<file path="config.mk">
export PLATFORM = sky130hd
export DESIGN_NAME = spi_regbank_slave
export DESIGN_NICKNAME = d
export VERILOG_FILES = /design/src/rtl/spi_regbank_pkg.sv /design/src/rtl/spi_sync_edge.sv /design/src/rtl/spi_regbank_slave.sv
export SDC_FILE = /design/constraint.sdc
export NUM_CORES = 2
export LEC_CHECK = 0
export ABC_AREA = 1
export BUFFER_PORTS_ARGS = -buffer_cell sky130_fd_sc_hd__buf_2
export CAP_MARGIN = 15
export CELL_PAD_IN_SITES_DETAIL_PLACEMENT = 2
export CELL_PAD_IN_SITES_GLOBAL_PLACEMENT = 2
export CORE_AREA = 2 2 408 410
export CTS_BUF_LIST = sky130_fd_sc_hd__clkbuf_16
export CTS_CLUSTER_DIAMETER = 200
export CTS_CLUSTER_SIZE = 20
export DETAILED_ROUTE_END_ITERATION = 8
export DIE_AREA = 0 0 410 412
export PLACE_DENSITY_LB_ADDON = 0.15
export SYNTH_ARGS = -nofsm -noshare
export SYNTH_HDL_FRONTEND = slang
export SYNTH_HIERARCHICAL = 1
export SYNTH_SLANG_ARGS = --single-unit
export TNS_END_PERCENT = 100
</file>
<file path="constraint.sdc">
create_clock -name clk -period 5.4 [get_ports clk]
set_input_delay 1.35 -clock clk [delete_from_list [all_inputs] [get_ports clk]]
set_output_delay 1.35 -clock clk [all_outputs]
set_load 0.01 [all_outputs]
</file>
<file path="src/rtl/spi_regbank_pkg.sv">
// Shared types and constants for the SPI register-bank slave.
package spi_regbank_pkg;

  typedef logic [1:0] state_t;

  localparam state_t IDLE = 2'd0;
  localparam state_t CMD  = 2'd1;
  localparam state_t DATA = 2'd2;
  localparam state_t DONE = 2'd3;

  localparam int unsigned CMD_W      = 8;
  localparam int unsigned WR_BIT     = 7;
  localparam int unsigned STAT_CNT_W = 16;

  // Saturating increment for the status counters.
  function automatic logic [STAT_CNT_W-1:0] sat_inc(input logic [STAT_CNT_W-1:0] v);
    return (&v) ? v : v + STAT_CNT_W'(1);
  endfunction

endpackage

</file>
<file path="src/rtl/spi_sync_edge.sv">
// Two-flop synchroniser with single-clk rise/fall pulses on the synchronised level.
module spi_sync_edge #(
  parameter logic RST_VAL = 1'b0
) (
  input  logic clk,
  input  logic reset_n,
  input  logic din,
  output logic rise_c,
  output logic fall_c
);

  logic meta;
  logic sync;
  logic prev;

  always_ff @(posedge clk) begin
    if (!reset_n) begin
      meta <= RST_VAL;
      sync <= RST_VAL;
      prev <= RST_VAL;
    end else begin
      meta <= din;
      sync <= meta;
      prev <= sync;
    end
  end

  assign rise_c = sync & ~prev;
  assign fall_c = ~sync & prev;

endmodule

</file>
<file path="src/rtl/spi_regbank_slave.sv">
// SPI slave register bank: 8-bit command then DATA_W data bits, MSB first, any CPOL/CPHA.
// Optional read-only status register at the top address when SPI_REGBANK_STATUS_EN is defined.
module spi_regbank_slave
  import spi_regbank_pkg::*;
#(
  parameter int unsigned DATA_W = 32,
  parameter int unsigned ADDR_W = 4,
  parameter int unsigned N_MOSI = 16,
  parameter int unsigned N_MISO = 16,
  parameter logic        CPOL   = 1'b0,
  parameter logic        CPHA   = 1'b0
) (
  input  logic                     clk,
  input  logic                     reset_n,
  input  logic                     spi_clk,
  input  logic                     spi_cs_n,
  input  logic                     spi_mosi,
  output logic                     spi_miso,
  input  logic [N_MISO*DATA_W-1:0] miso_data,
  output logic [N_MOSI*DATA_W-1:0] mosi_data,
  output logic [N_MOSI-1:0]        mosi_wr_stb,
  output logic                     frame_done,
  output logic                     frame_abort
);

  localparam int unsigned FRAME_W   = CMD_W + DATA_W;
  localparam int unsigned CNT_W     = $clog2(FRAME_W + 1);
  localparam int unsigned STAT_ADDR = (1 << ADDR_W) - 1;

  logic sclk_rise_c, sclk_fall_c, cs_rise_c, cs_fall_c;
  logic sample_c, shift_c;
  logic mosi_meta, mosi_s;

  state_t                     state, state_nxt;
  logic [CNT_W-1:0]           bit_cnt, bit_cnt_nxt;
  logic [CMD_W-1:0]           cmd_sr, cmd_nxt;
  logic [DATA_W-2:0]          rx_sr, rx_nxt;
  logic [DATA_W-1:0]          tx_sr, tx_nxt;
  logic                       miso_nxt;
  logic [N_MOSI*DATA_W-1:0]   data_nxt;
  logic [N_MOSI-1:0]          stb_nxt;
  logic                       done_nxt, abort_nxt;

  logic [CMD_W-1:0]           cmd_shift_c;
  logic [ADDR_W-1:0]          rd_addr_c, wr_addr_c;
  logic [DATA_W-1:0]          rd_word_c, wr_data_c;
  logic                       wr_en_c;

  spi_sync_edge #(.RST_VAL(CPOL)) u_sclk_sync (
    .clk     (clk),
    .reset_n (reset_n),
    .din     (spi_clk),
    .rise_c  (sclk_rise_c),
    .fall_c  (sclk_fall_c)
  );

  // Resetting to 0 means no frame starts until CS has first been seen high, then low.
  spi_sync_edge #(.RST_VAL(1'b0)) u_cs_sync (
    .clk     (clk),
    .reset_n (reset_n),
    .din     (spi_cs_n),
    .rise_c  (cs_rise_c),
    .fall_c  (cs_fall_c)
  );

  always_ff @(posedge clk) begin
    if (!reset_n) begin
      mosi_meta <= 1'b0;
      mosi_s    <= 1'b0;
    end else begin
      mosi_meta <= spi_mosi;
      mosi_s    <= mosi_meta;
    end
  end

  // Leading edge is rising for CPOL=0; CPHA=1 moves sampling to the trailing edge.
  assign sample_c = (CPOL ^ CPHA) ? sclk_fall_c : sclk_rise_c;
  assign shift_c  = (CPOL ^ CPHA) ? sclk_rise_c : sclk_fall_c;

  assign cmd_shift_c = {cmd_sr[CMD_W-2:0], mosi_s};
  assign rd_addr_c   = cmd_shift_c[ADDR_W-1:0];
  assign wr_addr_c   = cmd_sr[ADDR_W-1:0];
  assign wr_data_c   = {rx_sr, mosi_s};

`ifdef SPI_REGBANK_STATUS_EN
  logic [STAT_CNT_W-1:0] frame_cnt, abort_cnt;

  always_ff @(posedge clk) begin
    if (!reset_n) begin
      frame_cnt <= '0;
      abort_cnt <= '0;
    end else begin
      if (frame_done)  frame_cnt <= sat_inc(frame_cnt);
      if (frame_abort) abort_cnt <= sat_inc(abort_cnt);
    end
  end

  assign wr_en_c = cmd_sr[WR_BIT] && (32'(wr_addr_c) < N_MOSI) &&
                   (wr_addr_c != ADDR_W'(STAT_ADDR));
`else
  assign wr_en_c = cmd_sr[WR_BIT] && (32'(wr_addr_c) < N_MOSI);
`endif

  // Read mux; unmapped addresses return zero.
  always_comb begin
    rd_word_c = '0;
    for (int i = 0; i < N_MISO; i++) begin
      if (ADDR_W'(i) == rd_addr_c) rd_word_c = miso_data[i*DATA_W +: DATA_W];
    end
`ifdef SPI_REGBANK_STATUS_EN
    if (rd_addr_c == ADDR_W'(STAT_ADDR)) rd_word_c = DATA_W'({frame_cnt, abort_cnt});
`endif
  end

  always_comb begin
    state_nxt   = state;
    bit_cnt_nxt = bit_cnt;
    cmd_nxt     = cmd_sr;
    rx_nxt      = rx_sr;
    tx_nxt      = tx_sr;
    miso_nxt    = spi_miso;
    data_nxt    = mosi_data;
    stb_nxt     = '0;
    done_nxt    = 1'b0;
    abort_nxt   = 1'b0;

    case (state)
      IDLE: begin
        if (cs_fall_c) begin
          state_nxt   = CMD;
          bit_cnt_nxt = '0;
          cmd_nxt     = '0;
          rx_nxt      = '0;
          tx_nxt      = '0;
          miso_nxt    = 1'b0;
        end
      end
      CMD: begin
        if (cs_rise_c) begin
          state_nxt = IDLE;
          abort_nxt = 1'b1;
          miso_nxt  = 1'b0;
        end else if (sample_c) begin
          cmd_nxt     = cmd_shift_c;
          bit_cnt_nxt = bit_cnt + CNT_W'(1);
          if (bit_cnt == CNT_W'(CMD_W - 1)) begin
            tx_nxt    = rd_word_c;
            state_nxt = DATA;
          end
        end
      end
      DATA: begin
        if (cs_rise_c) begin
          state_nxt = IDLE;
          abort_nxt = 1'b1;
          miso_nxt  = 1'b0;
        end else if (shift_c) begin
          miso_nxt = tx_sr[DATA_W-1];
          tx_nxt   = {tx_sr[DATA_W-2:0], 1'b0};
        end else if (sample_c) begin
          rx_nxt      = wr_data_c[DATA_W-2:0];
          bit_cnt_nxt = bit_cnt + CNT_W'(1);
          if (bit_cnt == CNT_W'(FRAME_W - 1)) begin
            state_nxt = DONE;
            done_nxt  = 1'b1;
            for (int i = 0; i < N_MOSI; i++) begin
              if (wr_en_c && (wr_addr_c == ADDR_W'(i))) begin
                data_nxt[i*DATA_W +: DATA_W] = wr_data_c;
                stb_nxt[i]                   = 1'b1;
              end
            end
          end
        end
      end
      DONE: begin
        if (cs_rise_c) begin
          state_nxt = IDLE;
          miso_nxt  = 1'b0;
        end
      end
      default: state_nxt = IDLE;
    endcase
  end

  always_ff @(posedge clk) begin
    if (!reset_n) begin
      state       <= IDLE;
      bit_cnt     <= '0;
      cmd_sr      <= '0;
      rx_sr       <= '0;
      tx_sr       <= '0;
      spi_miso    <= 1'b0;
      mosi_data   <= '0;
      mosi_wr_stb <= '0;
      frame_done  <= 1'b0;
      frame_abort <= 1'b0;
    end else begin
      state       <= state_nxt;
      bit_cnt     <= bit_cnt_nxt;
      cmd_sr      <= cmd_nxt;
      rx_sr       <= rx_nxt;
      tx_sr       <= tx_nxt;
      spi_miso    <= miso_nxt;
      mosi_data   <= data_nxt;
      mosi_wr_stb <= stb_nxt;
      frame_done  <= done_nxt;
      frame_abort <= abort_nxt;
    end
  end

endmodule

</file>
==> impl_metrics.yaml <==
outcome:
  status: "completed"
detailed_routing:
  drtIter0Drc: 1102
  totalWireLength_um: 176000
  first_pass_iters: 5
  via_per_inst: 4.26
  num_vias: 27500
  drcViolationCount: 0
  ant_nets: 0
  drt-wirelength-per-cell_um: 27.3
critical_path:
  rrSetupSlack_ns: 1.31
  critical_path_class: "flip-flop to flip-flop"
  reg2reg_depth: 17
  crit_fanout: 26
  worstPathCellList: "inv_2 > nor2_1 > nand2_1 > buf_4 > or2_2 > nand2_1 > nand4_1 > nand2_1 > nand3_1 > nor2_1 > nand3_1 > nand2_1 > nand3_1 > nand2_1 > nand2_1 > nand2_1 > a21oi_1"
  crit_required_ns: 5.84
  cpPeakStageDelay_ns: 0.59
  worst_path_max_delay_cell: "dfxtp_1"
  arrival_ns: 4.54
  critPathCaptureType: "flip-flop"
  start_kind: "flip-flop"
  timing.rr.start: "cmd_sr[0]"
  cpMostUsedCell: "nand2_1"
  r2r_end: "tx_sr[20]"
finish:
  fill_cells: 19500
  post-route-util_pct: 20.7
  regArea_mm2: 0.0124
  drive_gt1_share_pct: 29.6
  multiInputGateArea_mm2: 0.0113
  nNetsFinal: 4757
  final-instance-count-excl-fill: 6453
  synthToLayoutAreaGrowth_pct: 33.7
die:
  rows: 149
  die-area_mm2: 0.169
  die_y_um: 412
  io_pins: 1048
  die_x_um: 410
  start_util_pct: 15.5
  core_mm2: 0.164
placed_design:
  port_buffers: 1047
  hpwl_um: 135000
  placedCellCount: 6384
  gp_congestion: 0.886
logic_synthesis:
  ys_top_cells_by_area: "dfxtp_1 (49%), nand2_1 (9.7%), a21oi_1 (8.2%), a211oi_1 (7.6%), nor2_1 (5.7%)"
  async_reset_ff_share_pct: 0
  synth_area_mm2: 0.0254
  syn_area_per_cell_um2: 7.55
  yosysSeqAreaShare_pct: 48.7
  synth_common_cells: "nand2_1 (653), dfxtp_1 (618), a21oi_1 (415)"
  synth_warnings: 6
  yosysMostFrequentCell: "nand2_1"
  synth_seq_cells: 618
  synth_cell_types: 37
  syn_inst: 3362
  yosysTopAreaCell: "dfxtp_1"
  ys.flop_type: "dfxtp_1"
  synth-edff-count: 0
  synth_top_area_share_pct: 48.7
  synth_fp_nets: 3884
pwr:
  p_leak_nw: 15.1
  p_per_area_mw_per_mm2: 295
  ir_drop_mv: 0.184
  finalPower_w: 0.0100
clocking:
  root_buffer: "clkbuf_16"
  h-tree-depth: 2
  numCtsBuffers: 37
  cts.path.max_buffers: 3
  clock_latency_ns: 0.64
  cts_tree: "done"
  cts.sinks: 618
  cts_resized: 0
  ctsHoldBuffers: 0
  cts_setup_buffers: 0
  clk_pin_slew_ns: 0.11
min_path:
  holdPathEnd: "u_sclk_sync/sync"
  min_path_cells: 2
  min-delay-start: "u_sclk_sync/meta"
  hp-class: "flip-flop to flip-flop"
timing:
  fin_crit_ns: 4.09
  relSlewSlack_pct: 28.7
  holdWs_ns: 0.419
  tns_ns: 0
  fin_skew_ns: 0.0486
  rsz0062_at_grt: "false"
  worst_pin_slew_ns: 1.06
  fin_crit_sh_pct: 75.8
  fmax_ghz: 0.244
  hold_viol_final: 0
  drv_slew: 0
  finalSetupViolations: 0
job:
  maxCapViolations: 0
grt:
  grt_pass1_wl_um: 240000
  grt_antenna_before_repair: 73
  overflow: 0
  grtUsageTotal_pct: 20.0
  grt_pass1_vias: 28900
  grt_max_degree: 177
-- layer usage --
layer	routed length (µm)	up-vias	global-route usage [%]
met5	302	-	0
met4	5150	42	5.56
met3	10900	228	5.39
met2	94400	699	38.9
met1	65300	13400	20.9
li1	-	13100	-
-- layout by cell type (no fill, tap or decap), drive strengths merged, types with 5 or more instances in the layout --
master and n:
ha 5, clkbuf 39, o21ai 298, clkinv 34
nand2 655, diode 26, nand4 74, a211oi 256
inv 135, nor3 24, buf 1110, nor2 401
nand3 83, or2 70, a21oi 415, dfxtp 618
-- state kept, by name (all words and copies together), names as in the netlist, 2 cells and up --
signal	flops
rx_sr	31
state	2
mosi_data	512
tx_sr	32
bit_cnt	6
mosi_wr_stb	16
cmd_sr	8
-- worst max-delay path: cells and delay by family, from the launching register on --
| family | cells | cell delay, ns |
|---|---|---|
| buffers and inverters | 2 | 0.58 |
| AND/OR/NAND/NOR | 14 | 2.67 |
| flip-flops | 1 | 0.59 |
| AO/OA/AOI/OAI | 1 | 0.06 |
-- per-stage QoR --
stage | worst slack, ns | area, µm²
detailed placement | 1.13 | 32800
finish | 1.31 | 33900
floorplan | 2.96 | 25400
global route | 0.897 | 33900
CTS | 1.07 | 33800
global placement | 1.09 | 32800
-- power breakdown --
group | total, W | internal (W) | switching, W
clock network | 0.00307 | 0.00129 | 0.00179
logic | 0.00221 | 0.000462 | 0.00175
registers | 0.00472 | 0.00466 | 0.0000604
total | 0.0100 | 0.00640 | 0.00360
-- area by class of cell --
cell class	instances	share of cell area [%]
diodes	26	0.192
repair buffers	1111	17.0
well taps	2189	8.07
clock buffers	38	2.80
clock inverters	4	0.195
multi-input cells	2302	33.4
inverters	165	1.85
flip-flops and latches	618	36.5
-- worst max-delay path by stage --
stage                     depth (start not counted)     startpoint         to
after floorplan                                  13  miso_data[68]   tx_sr[4]
after global placement                           17      cmd_sr[0]  tx_sr[20]
after detailed placement                         17      cmd_sr[0]  tx_sr[20]
after CTS                                        17      cmd_sr[0]  tx_sr[20]
after global routing                             15      cmd_sr[0]  tx_sr[25]
final                                            17      cmd_sr[0]  tx_sr[20]
-- cell families (layout without fill, tap and decap cells) --
kind of cell | after synthesis | in the layout | share of synthesized area, %
other | 0 | 26 | 0
buffers and inverters | 442 | 1318 | 7.01
adders and majority gates | 5 | 5 | 0.246
and+or+nand+nor | 1312 | 1312 | 21.9
AOI/OAI and AO/OA | 983 | 983 | 22.0
DFF | 618 | 618 | 48.7
xor gates and xnor gates | 2 | 2 | 0.0690
(Power assumes the default switching activity.)
